### src/rtl/xbar_pkg.sv
// xbar_pkg -- shared types and helpers for the crossbar scheduler.
//   sel_t       : select code container, wide enough for the largest
//                 supported port count (16 ports -> 5 bits).
//   SEL_NONE    : select code meaning "no input granted".
//   dest_field(): masks the destination field out of the low bits of a
//                 FIFO head word.
package xbar_pkg;

   localparam int MAX_PORTS  = 16;
   localparam int MAX_SEL_W  = 5;
   localparam int MAX_DEST_W = 4;

   typedef logic [MAX_SEL_W-1:0] sel_t;

   localparam sel_t SEL_NONE = '0;

   // Keep only the dest_w low bits; callers zero-extend their slice first.
   function automatic logic [MAX_DEST_W-1:0] dest_field(
      input logic [MAX_DEST_W-1:0] lsbs,
      input int                    dest_w
   );
      logic [MAX_DEST_W-1:0] mask;
      mask = (MAX_DEST_W'(1) << dest_w) - MAX_DEST_W'(1);
      return lsbs & mask;
   endfunction

endpackage

### src/rtl/xbar_sched_rr_arbiter.sv
// rr_arbiter -- per-output arbiter of the crossbar scheduler.
//   req     in  N      requesting inputs
//   ready   in  1      output can accept; no grant when low
//   ptr     in  IDX_W  last granted input (search starts at ptr+1)
//   gnt     out N      one-hot grant
//   gnt_idx out IDX_W  index of the granted input
// Config macro SCHED_RR_EN: defined = round-robin from ptr+1,
// undefined = fixed priority (lowest index wins, ptr ignored).
module rr_arbiter #(
   parameter int N     = 4,
   parameter int IDX_W = 2
) (
   input  logic [N-1:0]     req,
   input  logic             ready,
   input  logic [IDX_W-1:0] ptr,
   output logic [N-1:0]     gnt,
   output logic [IDX_W-1:0] gnt_idx
);

   logic found;

`ifdef SCHED_RR_EN
   logic [IDX_W-1:0] idx;

   // Walk N positions starting just after the last winner; wraps mod N.
   always_comb begin
      gnt     = '0;
      gnt_idx = '0;
      found   = 1'b0;
      idx     = '0;
      for (int k = 1; k <= N; k++) begin
         idx = IDX_W'((int'(ptr) + k) % N);
         if (ready && !found && req[idx]) begin
            found      = 1'b1;
            gnt[idx]   = 1'b1;
            gnt_idx    = idx;
         end
      end
   end
`else
   logic unused_ptr;
   assign unused_ptr = ^ptr;

   always_comb begin
      gnt     = '0;
      gnt_idx = '0;
      found   = 1'b0;
      for (int i = 0; i < N; i++) begin
         if (ready && !found && req[IDX_W'(i)]) begin
            found             = 1'b1;
            gnt[IDX_W'(i)]    = 1'b1;
            gnt_idx           = IDX_W'(i);
         end
      end
   end
`endif

endmodule

### src/rtl/xbar_sched.sv
// xbar_sched -- crossbar scheduler. Once per SCHED_PERIOD-cycle window it
// looks at every input FIFO head, arbitrates per output and issues one-cycle
// FIFO pops plus crossbar select/enable pulses.
//   clk, rst_n        clock / async active-low reset
//   data_in[i]        head word of input FIFO i (dest in low DEST_W bits)
//   fifo_empty[i]     input FIFO i empty
//   out_ready[j]      output j can take a packet this window
//   sel[j]            0 = none, i+1 = input i routed to output j
//   en[j]             output j granted
//   rdreq[i]          pop input FIFO i (granted or dropped)
//   drop[i]           input i head discarded (destination out of range)
// Config macro SCHED_RR_EN: defined = round-robin per output,
// undefined = fixed priority and no pointer registers.
module xbar_sched
   import xbar_pkg::*;
#(
   parameter  int NPORTS       = 4,
   parameter  int DATA_W       = 32,
   parameter  int SCHED_PERIOD = 3,
   localparam int SEL_W        = $clog2(NPORTS + 1),
   localparam int DEST_W       = (NPORTS > 2) ? $clog2(NPORTS) : 1
) (
   input  logic                           clk,
   input  logic                           rst_n,
   input  logic [NPORTS-1:0][DATA_W-1:0]  data_in,
   input  logic [NPORTS-1:0]              fifo_empty,
   input  logic [NPORTS-1:0]              out_ready,
   output logic [NPORTS-1:0][SEL_W-1:0]   sel,
   output logic [NPORTS-1:0]              en,
   output logic [NPORTS-1:0]              rdreq,
   output logic [NPORTS-1:0]              drop
);

   localparam int PH_W = (SCHED_PERIOD > 1) ? $clog2(SCHED_PERIOD) : 1;

   // ---------------- phase counter ----------------
   logic [PH_W-1:0] phase_q, phase_d;
   logic            decide;

   assign decide = (phase_q == PH_W'(SCHED_PERIOD - 1));

   always_comb begin
      phase_d = decide ? '0 : phase_q + PH_W'(1);
   end

   // ---------------- head decode ----------------
   logic [NPORTS-1:0]                  valid, bad;
   logic [NPORTS-1:0][MAX_DEST_W-1:0]  dest;
   logic [NPORTS-1:0][NPORTS-1:0]      req_mat;   // [output][input]
   logic [NPORTS-1:0][NPORTS-1:0]      gnt_mat;   // [output][input]
   logic [NPORTS-1:0][DEST_W-1:0]      gnt_idx;
   logic [NPORTS-1:0][DEST_W-1:0]      ptr;

   always_comb begin
      valid   = '0;
      bad     = '0;
      dest    = '0;
      req_mat = '0;
      for (int i = 0; i < NPORTS; i++) begin
         dest[i]  = dest_field(MAX_DEST_W'(data_in[i][DEST_W-1:0]), DEST_W);
         // An all-zero head is an idle word, not a packet.
         valid[i] = !fifo_empty[i] && (data_in[i] != '0);
         bad[i]   = valid[i] && (32'(dest[i]) >= 32'(NPORTS));
      end
      for (int j = 0; j < NPORTS; j++) begin
         for (int i = 0; i < NPORTS; i++) begin
            req_mat[j][i] = valid[i] && !bad[i] && (dest[i] == MAX_DEST_W'(j));
         end
      end
   end

   // ---------------- per-output arbiters ----------------
   for (genvar j = 0; j < NPORTS; j++) begin : g_arb
      rr_arbiter #(
         .N     (NPORTS),
         .IDX_W (DEST_W)
      ) u_arb (
         .req     (req_mat[j]),
         .ready   (out_ready[j]),
         .ptr     (ptr[j]),
         .gnt     (gnt_mat[j]),
         .gnt_idx (gnt_idx[j])
      );
   end

   // ---------------- round-robin pointers ----------------
`ifdef SCHED_RR_EN
   localparam logic [DEST_W-1:0] PTR_RST = DEST_W'(NPORTS - 1);

   logic [NPORTS-1:0][DEST_W-1:0] ptr_q, ptr_d;

   // Pointer only moves on an actual grant; a blocked output keeps its turn.
   always_comb begin
      ptr_d = ptr_q;
      if (decide) begin
         for (int j = 0; j < NPORTS; j++) begin
            if (|gnt_mat[j]) ptr_d[j] = gnt_idx[j];
         end
      end
   end

   always_ff @(posedge clk or negedge rst_n) begin
      if (!rst_n) ptr_q <= {NPORTS{PTR_RST}};
      else        ptr_q <= ptr_d;
   end

   assign ptr = ptr_q;
`else
   assign ptr = '0;
`endif

   // ---------------- registered outputs ----------------
   logic [NPORTS-1:0][SEL_W-1:0] sel_q, sel_d;
   logic [NPORTS-1:0]            en_q, en_d;
   logic [NPORTS-1:0]            rdreq_q, rdreq_d;
   logic [NPORTS-1:0]            drop_q, drop_d;
   sel_t                         sel_code;

   // Everything is zero outside the decision edge, so each output is a
   // single-cycle pulse.
   always_comb begin
      sel_d    = '0;
      en_d     = '0;
      rdreq_d  = '0;
      drop_d   = '0;
      sel_code = SEL_NONE;
      if (decide) begin
         for (int j = 0; j < NPORTS; j++) begin
            en_d[j] = |gnt_mat[j];
            if (en_d[j]) begin
               sel_code = sel_t'(gnt_idx[j]) + sel_t'(1);
               sel_d[j] = SEL_W'(sel_code);
            end
         end
         for (int i = 0; i < NPORTS; i++) begin
            rdreq_d[i] = bad[i];
            for (int j = 0; j < NPORTS; j++) begin
               rdreq_d[i] = rdreq_d[i] | gnt_mat[j][i];
            end
         end
         drop_d = bad;
      end
   end

   always_ff @(posedge clk or negedge rst_n) begin
      if (!rst_n) begin
         phase_q <= '0;
         sel_q   <= '0;
         en_q    <= '0;
         rdreq_q <= '0;
         drop_q  <= '0;
      end else begin
         phase_q <= phase_d;
         sel_q   <= sel_d;
         en_q    <= en_d;
         rdreq_q <= rdreq_d;
         drop_q  <= drop_d;
      end
   end

   assign sel   = sel_q;
   assign en    = en_q;
   assign rdreq = rdreq_q;
   assign drop  = drop_q;

endmodule

### config.mk
export PLATFORM = sky130hd
export DESIGN_NAME = xbar_sched
export DESIGN_NICKNAME = d
export VERILOG_FILES = /design/src/rtl/xbar_pkg.sv /design/src/rtl/xbar_sched_rr_arbiter.sv /design/src/rtl/xbar_sched.sv
export SDC_FILE = /design/constraint.sdc
export NUM_CORES = 1
export LEC_CHECK = 0
export CAP_MARGIN = 15
export CORE_AREA = 2 2 67 69
export CTS_CLUSTER_SIZE = 30
export DETAILED_ROUTE_END_ITERATION = 6
export DIE_AREA = 0 0 69 71
export GPL_TIMING_DRIVEN = 0
export PLACE_DENSITY = 0.81
export REMOVE_ABC_BUFFERS = 1
export SETUP_SLACK_MARGIN = 0.15
export SYNTH_ARGS = -nofsm -noshare
export SYNTH_HDL_FRONTEND = slang
export SYNTH_SLANG_ARGS = --single-unit
### constraint.sdc
create_clock -name clk -period 3.5 [get_ports clk]
set_clock_uncertainty 0.15 [all_clocks]
set_input_delay 0.7 -clock clk [delete_from_list [all_inputs] [get_ports clk]]
set_output_delay 0.7 -clock clk [all_outputs]
set_load 0.02 [all_outputs]
# Word level (Yosys, flattened, before mapping)
# Cells that the tools add are included.
# Widths: inputs -> output; s select.
dict set report word_totals {
  register_bits 26
  elab_cells 103
  input_bits 138
}
dict set report classes {
  bitwise_logic 8
  eq_ne 7
  add_sub_neg 5
  n_mux 21
  reduce_logical 50
  order_cmp 4
}
# operator count
set op_table {}
lappend op_table {{$reduce_bool 32->1} 4}
lappend op_table {{$logic_and 1x1->1} 30}
lappend op_table {{$add 2x1->3 const B} 4}
lappend op_table {{$ge 2x3->1 const B} 4}
lappend op_table {{$mux 1} 12}
lappend op_table {{$mux 12} 1}
lappend op_table {{$mux 3} 4}
lappend op_table {{$mux 4} 3}
lappend op_table {{$eq 2x2->1 const B} 5}
lappend op_table {{$logic_not 1->1} 10}
lappend op_table {{$logic_not 4->1} 2}
lappend op_table {{$or 1x1->1} 8}
lappend op_table {{$reduce_or 2->1} 4}
lappend op_table {{$eq 2x1->1 const B} 2}
lappend op_table {{$add 2x1->2 const B} 1}
lappend op_table {{$mux 2} 1}

# Depth between registers and ports, before layout
# Gate-level depths: netlist of run 1.
dict set report depth {
  depth_word 17
  mapped_depth 6
}

# Cells and area by module
# Synthesis of run 1 repeated with hierarchy kept, for this count alone.
dict set report hier_totals {
  hier_cells 151
  area_unflattened_um2 1549.0
}
# mod cells_per_inst n_inst area_per_inst_um2
set by_module_without_submodules {}
lappend by_module_without_submodules {xbar_sched 123 1 1348.8}
lappend by_module_without_submodules {rr_arbiter 7 4 50.0}

# Worst setup path after synthesis of run 1
# OpenSTA, ideal clock, no wires.
dict set report synth_path {
  path_kind {input-to-reg}
  from {input data_in[6] in the netlist's numbering}
  to {register en_q[0], in the netlist en[0]}
  t_arrival_ns 1.652
  required_time_ns 3.272
  path_slack_ns 1.619
  path_stages 5
  setup_time_ns 0.078
  cell_sequence {nor4_1 and4_1 a41oi_2 a211oi_2 o21bai_1}
}
dict set report synth_between {
  elab_chain_cells 14
}
# item line_no
set synth_lines {}
lappend synth_lines {{start: declaration} xbar_sched.sv:25} ;# input logic [NPORTS-1:0][DATA_W-1:0] data_in,
lappend synth_lines {{$reduce_bool 32->1 *} xbar_sched.sv:62} ;# valid[i] = !fifo_empty[i] && (data_in[i] != '0);
lappend synth_lines {{$logic_and 1x1->1 *} xbar_sched.sv:62}
lappend synth_lines {{$logic_and 1x1->1} xbar_sched.sv:63} ;# bad[i] = valid[i] && (32'(dest[i]) >= 32'(NPORTS));
lappend synth_lines {{$logic_not 1->1} xbar_sched.sv:67} ;# req_mat[j][i] = valid[i] && !bad[i] && (dest[i] == MAX_DEST_W'(j));
lappend synth_lines {{$logic_and 1x1->1 * (2 in a row)} xbar_sched.sv:67}
lappend synth_lines {{$logic_and 1x1->1 *} xbar_sched_rr_arbiter.sv:49} ;# if (ready && !found && req[IDX_W'(i)]) begin
lappend synth_lines {{$mux 1 *} xbar_sched_rr_arbiter.sv:49}
lappend synth_lines {{$logic_not 1->1} xbar_sched_rr_arbiter.sv:49}
lappend synth_lines {{$logic_and 1x1->1 (2 in a row)} xbar_sched_rr_arbiter.sv:49}
lappend synth_lines {{$mux 1} xbar_sched_rr_arbiter.sv:49}
lappend synth_lines {{$reduce_or 2->1 *} xbar_sched.sv:129} ;# en_d[j] = |gnt_mat[j];
lappend synth_lines {{$mux 4 *} xbar_sched.sv:127} ;# if (decide) begin
lappend synth_lines {{net en_d[0]} xbar_sched.sv:114} ;# logic [NPORTS-1:0] en_q, en_d;
lappend synth_lines {{end signal: assignment} xbar_sched.sv:155} ;# en_q <= en_d;
lappend synth_lines {{end: declaration} xbar_sched.sv:114}
# The timed path passes the listed nets; every way through them passes the cells marked *.

# Worst setup path in the final report of run 1
dict set report layout_path {
  from {input data_in[1] in the netlist's numbering}
  to {register rdreq_q[1], in the netlist rdreq[1]}
}
dict set report layout_between {
  elab_chain_cells 17
  word_cells_on_any_way 43
}
# item line_no
set layout_lines {}
lappend layout_lines {{$reduce_bool 32->1} xbar_sched.sv:62}
lappend layout_lines {{$logic_and 1x1->1} xbar_sched.sv:62}
lappend layout_lines {{$logic_and 1x1->1} xbar_sched.sv:63}
lappend layout_lines {{$logic_not 1->1} xbar_sched.sv:67}
lappend layout_lines {{$logic_and 1x1->1 (2 in a row)} xbar_sched.sv:67}
lappend layout_lines {{$logic_and 1x1->1} xbar_sched_rr_arbiter.sv:49}
lappend layout_lines {{$mux 1} xbar_sched_rr_arbiter.sv:49}
lappend layout_lines {{$logic_not 1->1} xbar_sched_rr_arbiter.sv:49}
lappend layout_lines {{$logic_and 1x1->1 (2 in a row)} xbar_sched_rr_arbiter.sv:49}
lappend layout_lines {{$mux 1} xbar_sched_rr_arbiter.sv:49}
lappend layout_lines {{$or 1x1->1 (3 in a row)} xbar_sched.sv:138} ;# rdreq_d[i] = rdreq_d[i] | gnt_mat[j][i];
lappend layout_lines {{$or 1x1->1 *} xbar_sched.sv:138}
lappend layout_lines {{$mux 4 *} xbar_sched.sv:127}
lappend layout_lines {{net rdreq_d[1]} xbar_sched.sv:115} ;# logic [NPORTS-1:0] rdreq_q, rdreq_d;
lappend layout_lines {{end signal: assignment} xbar_sched.sv:156} ;# rdreq_q <= rdreq_d;
lappend layout_lines {{end: declaration} xbar_sched.sv:115}
# Marked as above.

==> impl_metrics.csv, run 1 <==
group,metric,value,unit
clocking,cts_root_buf,"clkbuf_8",
critical_path,cp-start-kind,"input pin",
critical_path,slowest_delay,0.64,ns
detailed_routing,remaining_drc_errors,0,
sta,finalHoldViolCount,0,
synth,syn-cell-area,885,sq um
clocking,cts_setup_buffers,0,
global_route,grt_antenna_before_repair,0,
floorplanning,io_pins,162,
floorplanning,die_h,71,um
sta,whs,0.314,ns
critical_path,crit_arrival,2.29,ns
synth,muxShareOfSynthArea,2.97,%
critical_path,critPathCaptureType,"register",
synth,yosysTopAreaCell,"dfrtp_1",
placement,place_area,0.00175,sq mm
detailed_routing,drt_iter0_drc,71,
sta,setup_tns,0,ns
status,outcome,"completed",
floorplanning,core-area,0.00420,sq mm
clocking,hold_buffers,0,
synth,synth_most_common_cell,"dfrtp_1",
flow_run,maxCapViolations,0,
floorplanning,die_area,0.00490,sq mm
power_and_ir_drop,peakVddDrop,107,uV
final_layout,n_antenna_cell,0,
synth,synth_xor_area_share,0,%
final_layout,syn2layout_area_growth,104,%
hold_path,min_path_type,"reg -> reg",
global_route,track_usage,11.7,%
synth,syn_area_per_cell,9.94,sq um
critical_path,worstPathMaxFanout,8,
detailed_routing,vias,1017,
synth,async_flop_share,100,%
sta,grt_setup_unrepaired,"no",
critical_path,crit_type,"in -> reg",
sta,setup_viol,0,
floorplanning,die_w,69,um
power_and_ir_drop,p_per_area,254,mW/mm^2
synth,synthTopCellsByArea,"dfrtp_1 45%, nor4_1 11%, buf_4 8.5%",
final_layout,layout.nets,315,
detailed_routing,via_per_inst,4.46,
placement,place_congestion,0.804,
critical_path,r2r_setup_slack,2.13,ns
detailed_routing,drt-total-wl,2750,um
clocking,clock_latency,0.25,ns
synth,ys.flop_type,"dfrtp_1",
global_route,overflow,0,
synth,synth_top_area_share,45.3,%
critical_path,r2r-start,"phase_q[1]$_DFF_PN0_",
sta,finalCriticalPeriod,2.30,ns
floorplanning,num_rows,24,
final_layout,fin_util,42.9,%
critical_path,worstPathCellList,"clkdlybuf4s50_1, or2b_1, o21ai_0, nand3_1, a21o_2",
synth,syn_inst,89,
synth,synth_adder_area_share,0,%
synth,synth-compound-area-share,8.49,%
sta,finalCritPeriodShare,65.8,%
clocking,cts_tree,"yes",
clocking,cts_made_buffers,3,
synth,ys_types,32,
global_route,grt_max_degree,17,
synth,ys_ff_latch,16,
sta,fmax,434,MHz
synth,synth_top_family_by_area,"simple AND/OR/NAND/NOR gates",
detailed_routing,drtPass1Iterations,4,
clocking,cts_buffer_depth,2,
clocking,clock-sinks,16,
placement,hpwl,2420,um
critical_path,slowest_stage,"clkdlybuf4s50_1",
clocking,htree_levels,1,
hold_path,hold-path-endpoint,"phase_q[0]$_DFF_PN0_",
critical_path,reg2regPathDepth,4,
final_layout,final_cell_area,0.00180,sq mm
hold_path,hold_path_depth,1,
critical_path,critPathRequiredTime,3.49,ns
sta,worst_pin_slew,0.652,ns
placement,port_buffers,85,
synth,ys_warn_count,0,
power_and_ir_drop,p_leak,0.707,nW
synth,yosys-top-cells-count,"16 x dfrtp_1, 15 x nor4_1, 10 x buf_4, 10 x nor2_1, 5 x nand2_1",
detailed_routing,wl_per_cell,12.0,um
final_layout,layout-drive-gt1-share,5.11,%
synth,yosys.area_share.simple,33.1,%
global_route,grt_pass1_vias,1075,
synth,synth_edf_count,0,
floorplanning,start_util,21.0,%
synth,synth_seq_area_share,45.3,%
clocking,path_clk_slew,0.06,ns
detailed_routing,ant_nets,0,
hold_path,min_from,"phase_q[0]$_DFF_PN0_",
sta,slew_viol_final,0,
critical_path,r2r-end,"en[0]$_DFF_PN0_",
global_route,grt_pass1_wl,4620,um
clocking,ctsResizeCount,0,
sta,slew_headroom,56.4,%
==> placed cells by master (no fill, tap or decap), types with 2 or more instances in the layout <==
master,n
clkbuf_8,4
nand2_1,5
nand3_1,3
conb_1,10
nand4_1,2
nor4_1,15
dfrtp_1,16
o22ai_1,2
nor2_1,10
clkdlybuf4s50_1,85
nor2b_1,3
==> per-layer routing <==
layer,track usage (%),routed length (um)
met2,22.6,1470
met4,5.23,40
met3,2.14,250
met1,12.3,989
met5,0,0
==> power breakdown <==
part | switching (mW) | internal, mW
clock network | 0.0594 | 0.0998
logic | 0.0363 | 0.0769
registers | 0 | 0.185
==> stage by stage <==
step	power (mW)	setup slack, ns	cells
6_report	0.457	1.20	228
5_1_grt	0.474	1.05	228
4_1_cts	0.462	1.21	228
3_5_place_dp	0.301	0.956	224
3_3_place_gp	0.300	0.976	224
2_1_floorplan	0.211	1.62	87
==> critical path: cells and delay by family <==
family / cells / cell delay [ns]
buffers and inverters: 1 / 0.64
AO/OA/AOI/OAI: 2 / 0.54
AND/OR/NAND/NOR: 2 / 0.41
==> cell type report <==
class                   count  area (sq um)
clock buffers               4          55.1
fillers                   428          2400
multi-input cells          71           432
flip-flops and latches     16           400
well taps                  52          65.1
repair buffers             85           851
==> sequential cells by signal, indices dropped and copies added, names as in the netlist <==
signal	count
sel	8
phase_q	2
en	4
rdreq	2
==> worst max path at each step <==
stage / slack, ns / from / cells past startpoint / endpoint
6_report: 1.20 / data_in[1] / 5 / rdreq[1]$_DFF_PN0_
5_1_grt: 1.05 / data_in[1] / 6 / en[0]$_DFF_PN0_
4_1_cts: 1.21 / data_in[1] / 6 / en[0]$_DFF_PN0_
3_5_place_dp: 0.96 / data_in[0] / 6 / en[0]$_DFF_PN0_
3_3_place_gp: 0.98 / data_in[0] / 6 / en[0]$_DFF_PN0_
2_1_floorplan: 1.62 / data_in[6] / 5 / en[0]$_DFF_PN0_
==> kinds of logic after synthesis <==
group	Yosys count
flip-flops	16
AO/OA/AOI/OAI	9
other	1
AND/OR/NAND/NOR	51
buffers and inverters	11
multiplexers	1
No activity file was read; power rests on OpenSTA's default activity.
==> run 2, diff against run 1 <==
--- a/config.mk
+++ b/config.mk
@@ -6,12 +6,12 @@
 export NUM_CORES = 1
 export LEC_CHECK = 0
 export CAP_MARGIN = 15
-export CORE_AREA = 2 2 67 69
+export CORE_AREA = 2 2 70 72
 export CTS_CLUSTER_SIZE = 30
 export DETAILED_ROUTE_END_ITERATION = 6
-export DIE_AREA = 0 0 69 71
+export DIE_AREA = 0 0 72 74
 export GPL_TIMING_DRIVEN = 0
-export PLACE_DENSITY = 0.81
+export PLACE_DENSITY = 0.75
 export REMOVE_ABC_BUFFERS = 1
 export SETUP_SLACK_MARGIN = 0.15
 export SYNTH_ARGS = -nofsm -noshare
==> constraint.sdc (replaced) <==
create_clock -name clk -period 2.2 [get_ports clk]
set_clock_uncertainty 0.15 [all_clocks]
set_input_delay 0.44 -clock clk [delete_from_list [all_inputs] [get_ports clk]]
set_output_delay 0.44 -clock clk [all_outputs]
set_load 0.02 [all_outputs]
==> run 2 against run 1 <==
  * Final cell count grew 0.88%
  * Wire length is 4.8% lower
  * Sequential power is 59% higher
  * Critical path type unchanged
  * Critical endpoint is now en[0]$_DFF_PN0_
==> impl_metrics.csv, run 2 (synthesis gave the netlist of run 1 again) <==
group,metric,value,unit
hold_path,min_path_type,"reg -> reg",
detailed_routing,drt_iter0_drc,61,
global_route,grt_pass1_wl,4350,um
final_layout,layout-drive-gt1-share,5.11,%
power_and_ir_drop,p_per_area,375,mW/mm^2
final_layout,final_common_cell,"clkdlybuf4s50_1",
critical_path,crit_arrival,1.99,ns
sta,finalHoldViolCount,0,
critical_path,r2r-start,"phase_q[1]$_DFF_PN0_",
global_route,grt_max_degree,17,
final_layout,n_fill_cell,449,
clocking,hold_buffers,0,
clocking,cts_root_buf,"clkbuf_8",
final_layout,n_antenna_cell,0,
sta,slew_headroom,55.8,%
critical_path,r2r-end,"en[0]$_DFF_PN0_",
critical_path,critPathRequiredTime,2.22,ns
critical_path,r2r_setup_slack,0.82,ns
flow_run,maxCapViolations,0,
hold_path,hold-path-endpoint,"phase_q[0]$_DFF_PN0_",
sta,finalCritPeriodShare,89.9,%
detailed_routing,remaining_drc_errors,0,
global_route,grt_pass1_vias,1019,
hold_path,min_from,"phase_q[0]$_DFF_PN0_",
floorplanning,die_h,74,um
sta,grt_setup_unrepaired,"yes",
placement,port_buffers,85,
final_layout,multi_input_area,432,sq um
critical_path,crit_type,"in -> reg",
final_layout,seqCellArea,400,sq um
floorplanning,io_pins,162,
power_and_ir_drop,peakVddDrop,125,uV
hold_path,hold_path_depth,1,
final_layout,largest_reg_flops,8,
critical_path,slowest_delay,0.40,ns
final_layout,syn2layout_area_growth,104,%
sta,slew_viol_final,0,
final_layout,final_cell_mix,"83 x clkdlybuf4s50_1, 16 x dfrtp_1, 15 x nor4_1, 10 x nor2_1, 10 x conb_1",
floorplanning,core-area,0.00460,sq mm
placement,place_area,0.00175,sq mm
status,outcome,"completed",
clocking,path_clk_slew,0.05,ns
critical_path,critPathCaptureType,"register",
placement,place_congestion,0.746,
sta,setup_viol,0,
floorplanning,die_area,0.00533,sq mm
clocking,cts_buffer_depth,2,
detailed_routing,vias,990,
sta,fmax,505,MHz
sta,worst_pin_slew,0.661,ns
critical_path,cp-start-kind,"input pin",
floorplanning,start_util,19.2,%
critical_path,reg2regPathDepth,4,
detailed_routing,ant_nets,0,
detailed_routing,wl_per_cell,11.4,um
detailed_routing,via_per_inst,4.30,
global_route,grt_antenna_before_repair,0,
floorplanning,num_rows,25,
floorplanning,die_w,72,um
critical_path,critPathLaunch,"data_in[9]",
clocking,cts_tree,"yes",
critical_path,worstPathCellList,"clkdlybuf4s50_1, nor4_1, and4_1, a41oi_2, a211oi_2, o21bai_1",
detailed_routing,drt-total-wl,2610,um
sta,finalCriticalPeriod,1.98,ns
critical_path,slowest_stage,"clkdlybuf4s50_1",
clocking,cts_made_buffers,3,
placement,hpwl,2370,um
global_route,track_usage,10.5,%
global_route,overflow,0,
final_layout,final_cell_area,0.00180,sq mm
critical_path,worstPathMaxFanout,3,
clocking,htree_levels,1,
clocking,clock-sinks,16,
sta,setup_tns,0,ns
detailed_routing,drtPass1Iterations,4,
final_layout,layout.nets,316,
power_and_ir_drop,p_leak,0.723,nW
clocking,clock_latency,0.24,ns
run 2: changes by cell type in the layout (fill, tap and decap cells not counted):
cell             before  now
dlymetal6s2s_1        0    2
buf_4                 0    1
clkbuf_8              4    3
o21ai_0               1    0
o21ai_1               0    1
clkdlybuf4s50_1      85   83
run 2: how the worst max path moves through the flow:
stage,end,slack (ns),cells after the start
after floorplan,en[0]$_DFF_PN0_,0.58,5
after global placement,en[0]$_DFF_PN0_,-0.09,6
after detailed placement,en[0]$_DFF_PN0_,-0.07,6
after CTS,en[0]$_DFF_PN0_,0.18,6
after global routing,en[0]$_DFF_PN0_,0.09,6
final,en[0]$_DFF_PN0_,0.22,6
run 2: metrics by stage:
stage / utilization [%] / hold slack (ns) / setup WS [ns] / instances / total power [mW]
6_report: 39.2 / 0.312 / 0.222 / 230 / 0.676
3_3_place_gp: 38.1 / 0.294 / -0.0915 / 226 / 0.478
5_1_grt: 39.2 / 0.347 / 0.0860 / 230 / 0.718
3_5_place_dp: 38.1 / 0.306 / -0.0747 / 226 / 0.480
4_1_cts: 39.0 / 0.311 / 0.176 / 229 / 0.689
2_1_floorplan: - / -0.00559 / 0.579 / 87 / 0.335
run 2: critical path, delay by kind of cell:
kind            cells  cell delay, ns
buf+inv             1            0.40
compound gates      3            0.58
simple gates        2            0.57
run 2: per-layer routing:
layer  vias up  GRT usage (%)  wire length, um
li1        488              -                -
met1       434           11.2              954
met2        66           20.5             1400
met3         2           1.22              235
met4         0           4.82               25
met5         -              0                0
run 2: where the power goes:
| group | internal, mW | switching [mW] |
|---|---|---|
| combinational | 0.122 | 0.0569 |
| sequential | 0.295 | 0 |
| clock | 0.121 | 0.0819 |
run 2: timing repair:
item                                    in CTS  in global routing
buffers inserted                             0                  1
endpoints found under the setup margin       0                  6
resized for setup                            0                  3
run 2: layout make-up:
class	count	area share (%)
tap	54	3.74
clock buffer	3	2.29
multi-input combinational	71	23.9
sequential	16	22.2
timing repair buffer	86	47.9
